**src/rtl/accelbrot_iter_sched.sv**
```systemverilog
// Slot scheduler for the fixed-latency Mandelbrot iteration pipeline: recirculates
// unfinished tokens, injects new jobs, and retires finished tokens into a result FIFO.
module accelbrot_iter_sched #(
  parameter int LATENCY    = 8,
  parameter int ID_W       = 16,
  parameter int ITER_W     = 16,
  parameter int FIFO_DEPTH = 4
) (
  input  logic              clk,
  input  logic              rst,
  input  logic [ITER_W-1:0] max_iter,
  input  logic              s_valid,
  output logic              s_ready,
  input  logic [ID_W-1:0]   s_id,
  output logic              pipe_clken,
  output logic              pipe_in_valid,
  output logic              pipe_in_first,
  output logic [ID_W-1:0]   pipe_in_id,
  output logic [ITER_W-1:0] pipe_in_iter,
  input  logic              pipe_out_valid,
  input  logic [ID_W-1:0]   pipe_out_id,
  input  logic [ITER_W-1:0] pipe_out_iter,
  input  logic              pipe_out_escaped,
  output logic              m_valid,
  input  logic              m_ready,
  output logic [ID_W-1:0]   m_id,
  output logic [ITER_W-1:0] m_iter,
  output logic              busy
);

  localparam int CNT_W  = $clog2(LATENCY + 1);
  localparam int PTR_W  = $clog2(FIFO_DEPTH);
  localparam int FCNT_W = $clog2(FIFO_DEPTH + 1);
  localparam int ENT_W  = ID_W + ITER_W;

  logic [ITER_W-1:0] next_iter;
  logic [ITER_W-1:0] eff_max;
  logic              done;
  logic              recirc;
  logic              fifo_full;
  logic              accept;
  logic              push;
  logic              pop;

  logic [CNT_W-1:0]  inflight_q, inflight_d;
  logic [PTR_W-1:0]  wr_ptr_q, wr_ptr_d;
  logic [PTR_W-1:0]  rd_ptr_q, rd_ptr_d;
  logic [FCNT_W-1:0] count_q, count_d;
  logic [ENT_W-1:0]  mem_q [FIFO_DEPTH];
  logic [ENT_W-1:0]  mem_d [FIFO_DEPTH];

  // A max_iter of zero is treated as one so every token finishes after at least one pass.
  always_comb begin
    next_iter  = pipe_out_iter + ITER_W'(1);
    eff_max    = (max_iter == '0) ? ITER_W'(1) : max_iter;
    done       = pipe_out_valid && (pipe_out_escaped || (next_iter >= eff_max));
    recirc     = pipe_out_valid && !done;
    fifo_full  = (count_q == FCNT_W'(FIFO_DEPTH));
    pipe_clken = !rst && !(done && fifo_full);
    s_ready    = pipe_clken && !recirc;
    accept     = s_valid && s_ready;
    push       = done && pipe_clken;
    m_valid    = (count_q != '0);
    pop        = m_valid && m_ready;
    busy       = (inflight_q != '0) || m_valid;
  end

  always_comb begin
    pipe_in_valid = 1'b0;
    pipe_in_first = 1'b0;
    pipe_in_id    = '0;
    pipe_in_iter  = '0;
    if (!rst) begin
      if (recirc) begin
        pipe_in_valid = 1'b1;
        pipe_in_id    = pipe_out_id;
        pipe_in_iter  = next_iter;
      end else if (s_valid) begin
        pipe_in_valid = 1'b1;
        pipe_in_first = 1'b1;
        pipe_in_id    = s_id;
      end
    end
  end

  always_comb begin
    inflight_d = inflight_q;
    if (accept && !push) begin
      if (inflight_q != CNT_W'(LATENCY)) inflight_d = inflight_q + CNT_W'(1);
    end else if (push && !accept) begin
      if (inflight_q != '0) inflight_d = inflight_q - CNT_W'(1);
    end
  end

  always_comb begin
    mem_d    = mem_q;
    wr_ptr_d = wr_ptr_q;
    rd_ptr_d = rd_ptr_q;
    count_d  = count_q;
    if (push) begin
      mem_d[wr_ptr_q] = {pipe_out_id, next_iter};
      wr_ptr_d        = wr_ptr_q + PTR_W'(1);
    end
    if (pop) rd_ptr_d = rd_ptr_q + PTR_W'(1);
    case ({push, pop})
      2'b10:   count_d = count_q + FCNT_W'(1);
      2'b01:   count_d = count_q - FCNT_W'(1);
      default: count_d = count_q;
    endcase
  end

  // Head is masked while empty so a drained FIFO presents zeros rather than stale data.
  always_comb begin
    {m_id, m_iter} = m_valid ? mem_q[rd_ptr_q] : '0;
  end

  always_ff @(posedge clk or posedge rst) begin
    if (rst) begin
      inflight_q <= '0;
      wr_ptr_q   <= '0;
      rd_ptr_q   <= '0;
      count_q    <= '0;
    end else begin
      inflight_q <= inflight_d;
      wr_ptr_q   <= wr_ptr_d;
      rd_ptr_q   <= rd_ptr_d;
      count_q    <= count_d;
    end
  end

  always_ff @(posedge clk) begin
    mem_q <= mem_d;
  end

  // A full pipe legitimately holds LATENCY tokens; adding one more means the bookkeeping broke.
  inflight_bound_a: assert property (@(posedge clk) disable iff (rst)
    !(accept && !push && (inflight_q == CNT_W'(LATENCY))));

endmodule

```
**config.mk**
```make
export PLATFORM = sky130hd
export DESIGN_NAME = accelbrot_iter_sched
export DESIGN_NICKNAME = d
export VERILOG_FILES = /design/src/rtl/accelbrot_iter_sched.sv
export SDC_FILE = /design/constraint.sdc
export NUM_CORES = 1
export LEC_CHECK = 0
export BUFFER_PORTS_ARGS = -buffer_cell sky130_fd_sc_hd__buf_2
export CAP_MARGIN = 0
export CORE_MARGIN = 1.5
export CORE_UTILIZATION = 49
export DETAILED_ROUTE_END_ITERATION = 8
export HOLD_SLACK_MARGIN = 0.02
export MAX_ROUTING_LAYER = met4
export PLACE_DENSITY = 0.73
export SYNTH_ARGS = -nofsm -noshare
export SYNTH_HDL_FRONTEND = slang
export SYNTH_SLANG_ARGS = --single-unit
```
**constraint.sdc**
```tcl
create_clock -name clk -period 2.4 [get_ports clk]
set_input_delay 0.12 -clock clk [delete_from_list [all_inputs] [get_ports clk]]
set_output_delay 0.12 -clock clk [all_outputs]
set_load 0.005 [all_outputs]
```
* Word-level counts from Yosys, hierarchy flattened
Index checks and enable logic that the tools add are counted.
** Word-level totals
- Bits in registers :: 139
- Input port bits :: 70
- Output and inout bits :: 70
- Logic and storage cells :: 75
** Operators by class
- $add $sub $neg :: 7
- Magnitude comparators :: 4
- Equality and inequality tests :: 5
- Mux-type cells :: 23
- Bitwise logic cells :: 2
- Reductions and logical operators :: 26
** Operator list (count)
- 128-bit bitwise mux :: 1
- 32-bit 2-to-1 mux :: 4
- 16-bit 2-to-1 mux :: 6
- 32-bit binary-select mux with 2-bit select :: 1
- 32-bit demux with 2-bit select :: 1
- 16-bit by 1-bit adder with 16-bit output, second input constant :: 1
- 16-bit greater-or-equal comparator :: 1
- 16-bit zero test :: 1
- 4-bit 2-to-1 mux :: 4
- 1-bit logical AND :: 11
- 3-bit greater-or-equal comparator, second input constant :: 2
- 1-bit zero test :: 6
- 2-bit inverter with 3-bit output :: 2
- 3-bit one-hot mux with 2 select lines :: 1
- 2-bit nonzero test :: 3
- 1-bit 2-to-1 mux :: 5
- 2-bit by 1-bit adder with 2-bit output, second input constant :: 2
- 4-bit by 1-bit adder with 4-bit output, second input constant :: 1
- 4-bit inequality test, second input constant :: 1
- 4-bit nonzero test :: 1
- 4-bit by 1-bit subtractor with 4-bit output, second input constant :: 1
- 3-bit by 1-bit adder with 3-bit output, second input constant :: 1
- 3-bit == test, second input constant :: 1
- 3-bit by 1-bit less-than comparator with 1-bit output, second input constant :: 1
- other kinds (7) :: 8

* Longest topological paths before layout
- Depth after elaboration :: 14
- Depth in mapped cells :: 18
- Gate-level depth less buffers :: 18

* Least setup slack after synthesis
OpenSTA, ideal clock, no wires.
- Path type :: input -> register
- From :: input pipe_out_iter[3]
- To :: register mem_q[0] (netlist bit) (enable)
- Data arrival time :: 3024 ps
- Required time :: 2008 ps
- Path slack :: -1016 ps
- Cell stages on the path :: 12
- Path buffers :: 0
- Cells stage by stage :: and4_1 nand2_1 nor2_1 nand4_1 xnor2_1 ha_1 nand4_1 nor3_2 o31ai_4 and3b_4 nor3_4 and2_1
** Between the ends
- Longest elaborated chain between the ends :: 8
** RTL lines
- start, declared :: line 22 : input logic [ITER_W-1:0] pipe_out_iter,
- 16-bit by 1-bit adder with 16-bit output (*) :: line 54 : next_iter = pipe_out_iter + ITER_W'(1);
- net next_iter[15] :: line 36 : logic [ITER_W-1:0] next_iter;
- 16-bit greater-or-equal comparator (*) :: line 56 : done = pipe_out_valid && (pipe_out_escaped || (next_iter >= eff_max));
- 1-bit logical OR (*) :: line 56
- 1-bit logical AND (*) :: line 56
- 1-bit logical AND :: line 59 : pipe_clken = !rst && !(done && fifo_full);
- 1-bit zero test :: line 59
- 1-bit logical AND :: line 59
- 1-bit logical AND (*) :: line 62 : push = done && pipe_clken;
- end signal, assigned :: line 132 : mem_q <= mem_d;
- end, declared :: line 49 : logic [ENT_W-1:0] mem_q [FIFO_DEPTH];
The timed path passes the listed nets; every way through them passes the cells marked *.
A chain may end at the register's enable or synchronous reset.

* Worst setup path in the final report
- From :: input pipe_out_iter[0]
- To :: output pipe_in_id[3]
** Between the ends
- Longest elaborated chain between the ends :: 8
** RTL lines
- 16-bit by 1-bit adder with 16-bit output :: line 54
- net next_iter[12] :: line 36
- 16-bit greater-or-equal comparator :: line 56
- 1-bit logical OR :: line 56
- 1-bit logical AND :: line 56
- 1-bit zero test :: line 57 : recirc = pipe_out_valid && !done;
- 1-bit logical AND :: line 57
- 16-bit 2-to-1 mux :: line 74 : if (recirc) begin
- 16-bit 2-to-1 mux :: line 73 : if (!rst) begin
- end, declared :: line 18 : output logic [ID_W-1:0] pipe_in_id,
The timed path passes the listed nets, and every way through them passes these cells.

==> reports/results.ini <==
[status]
status=finished, violations left
violations=setup timing

[die]
dieHeight_um=119
core_sq_um=13100
io_pins=140
row_count=42
die_w_um=119
die_area_sq_um=14100
start_util=0.500

[finish]
area_delta_synth_final_pct=46.3
drive_gt1_frac=0.518
regArea_sq_um=4120
nFillCells=807
diodes=0
multiInputGateArea_sq_um=2520
layout.nets=763
utilization=0.731
finish.instance_area_sq_um=9610

[power]
p_per_area_nw_per_um2=926
p_sw_mw=2.61
power_frac_clock=0.300
comb_power_share=0.343
p_int_mw=6.29
ir_worst_vdd_v=0.000709
swShare=0.293
p_leak_nw=3.89
seqPwrFrac=0.357

[synth]
synth_area_sq_um=6570
yosys.area.top_type=edfxtp_1
yosys-top-cells-count=128 x edfxtp_1, 53 x and2_1, 32 x mux4_2, 24 x ha_1, 23 x inv_1
ys_types=47
synth_adder_area_share=0.0518
synthMuxAreaShare=0.117
synth-compound-area-share=0.0482
synth_seq_cells=139
synth_edf_count=128
yosys-top-cells-area=edfxtp_1 59%, mux4_2 11%, and2_1 5.0%
synth_top_family_by_area=multiplexers
ys_async_sr_fraction=0.0791
yosysSeqAreaShare=0.627
syn_area_per_cell_sq_um=16.0
synth-warning-count=0
synth-simple-area-share=0.100
synthCells=411
synth_top_area_share=0.585
synth-main-ff-cell=edfxtp_1
synth_xor_area_frac=0.0307
synth_most_common_cell=edfxtp_1
syn-num-nets=507

[sta]
tightest_slew_ns=0.446
hold_viol_final=0
fmax_mhz=341
setup_violations=172
skew_ns=0.00652
final_max_slew_viol_count=0
slew_headroom=0.701
rsz0062_at_grt=true
period_minus_slack_ns=2.93
finalWorstSetupSlack_ns=-0.532
post-route-period-util=1.22

[global_route]
gr-total-overflow=0
grt_pass1_vias=4812
antenna_found_initial=0
grt_usage=0.270
grt_max_degree=34
grt_first_pass_wirelength_um=26900

[placement]
portBuffers=139
gp_congestion=0.838
dpl.hpwl_um=10200
dpl_cell_area_sq_um=8090

[detailed_routing]
vias=4691
first_iter_violations=355
routedWlPerCell_um=20.8
drt-total-wl_um=17800
dr.pass1.iters=5
viasPerCell=5.48
ant_nets=0
remaining_drc_errors=0

[critical_path]
critPathMaxFanout=8
crit_required_ns=2.28
cp.arrival_ns=2.81
worstSetupStartpointType=input port
critPathKind=input port to output pin
setup.worst_path.end_class=output pin

[clock_network]
clock_latency_ns=0.42
root_buffer=clkbuf_16
clock_sinks=139
cts_tree=done
path_clk_slew_ns=0.06
cts_buffers=17
h-tree-depth=4
max-clock-path-buffers=2

[flow_run]
drv_cap=0

[min_path]
min-delay-path-class=input port to flop

[placed cells by master (no fill, tap or decap), types with 3 or more instances in the layout]
cell / count
dlygate4sd3_1: 17
o21ai_0: 3
a22o_1: 16
xor2_1: 6
mux4_2: 32
bufinv_16: 3
xnor2_1: 7
nand4_1: 6
mux2_4: 3
xnor2_2: 8
nor4_1: 4
buf_12: 14
and2_1: 41
buf_6: 25
and2_4: 12
nor3_1: 3
buf_16: 4
buf_2: 127
buf_8: 9
dfrtp_1: 10
edfxtp_1: 128
buf_4: 56
nor2_1: 6
nand3_1: 6
clkinvlp_4: 8
ha_1: 22
a21oi_1: 4
clkbuf_16: 18
nand2_1: 11
inv_1: 21
[per-stage QoR]
stage / worst slack, ns / TNS [ns] / instances / total power [mW] / hold slack, ns
global placement: -0.632 / -77.72 / 775 / 5.79 / 0.152
finish: -0.532 / -63.70 / 856 / 8.90 / 0.137
floorplan: -0.525 / -66.98 / 411 / 4.77 / -0.00298
global route: -0.651 / -83.54 / 856 / 9.30 / 0.163
CTS: -0.454 / -46.97 / 860 / 8.84 / 0.121
detailed placement: -0.798 / -98.55 / 775 / 5.87 / 0.189
[final timing paths]
check	from	endpoint	slack (ns)	depth (start not counted)
max in group asynchronous	rst	rd_ptr_q[0]	1.88	4
setup reg to reg	count_q[0]	count_q[2]	0.24	10
min in group asynchronous	rst	count_q[0]	0.32	4
setup / recovery	pipe_out_iter[0]	pipe_in_id[3]	-0.53	15
hold reg to reg	count_q[2]	count_q[2]	0.54	1
hold / removal	m_ready	rd_ptr_q[0]	0.14	3
[layer usage]
layer  wire [um]  up-vias  global-route usage
met3        1390       20              0.0652
met2        9160      228               0.451
met5           0        -                   -
met1        7030     2347               0.333
li1            -     2096                   -
met4         232        0              0.0708
[critical path: stages]
cell,delay [ns]
buf_2,0.12
ha_1,0.22
and3_4,0.20
and3_1,0.19
xor2_2,0.16
ha_1,0.29
nand4_1,0.13
nor3_2,0.27
o31ai_4,0.11
and3b_4,0.20
buf_6,0.12
a21oi_4,0.18
buf_6,0.19
a22o_1,0.16
buf_2,0.13
[power groups by stage]
| stage | registers [mW] | logic (mW) | clock network [mW] |
|---|---|---|---|
| CTS | 3.17 | 3.01 | 2.66 |
| global route | 3.22 | 3.28 | 2.80 |
| detailed placement | 3.21 | 2.66 | 0 |
| floorplan | 3.07 | 1.69 | 0 |
| global placement | 3.19 | 2.60 | 0 |
| finish | 3.18 | 3.05 | 2.67 |
[repair_timing]
action	in CTS	in global routing
setup buffers	25	9
endpoints found under the hold margin	75	0
pin swaps	18	17
hold buffers	17	0
gates resized for setup	64	36
cloned	12	1
endpoints found under the setup margin	166	179
[final cells by class]
cell class	instances	area share
multi-input combinational	233	0.262
tap	176	0.0229
clock inverter	14	0.0178
timing repair buffer	253	0.214
sequential	139	0.429
clock buffer	18	0.0447
inverter	23	0.00898
[kinds of logic (layout without fill, tap and decap cells)]
group           count (synthesis)  after routing
simple gates                  111            111
xor+xnor                       23             23
fa+ha+maj                      26             26
compound gates                 37             37
flops                         139            139
mux                            36             36
buf+inv                        39            308
[state kept, by name, indices dropped and copies added (netlist names)]
register and flops:
inflight_q 4, mem_q 128, wr_ptr_q 2, count_q 3, rd_ptr_q 2
(Power assumes the default switching activity.)
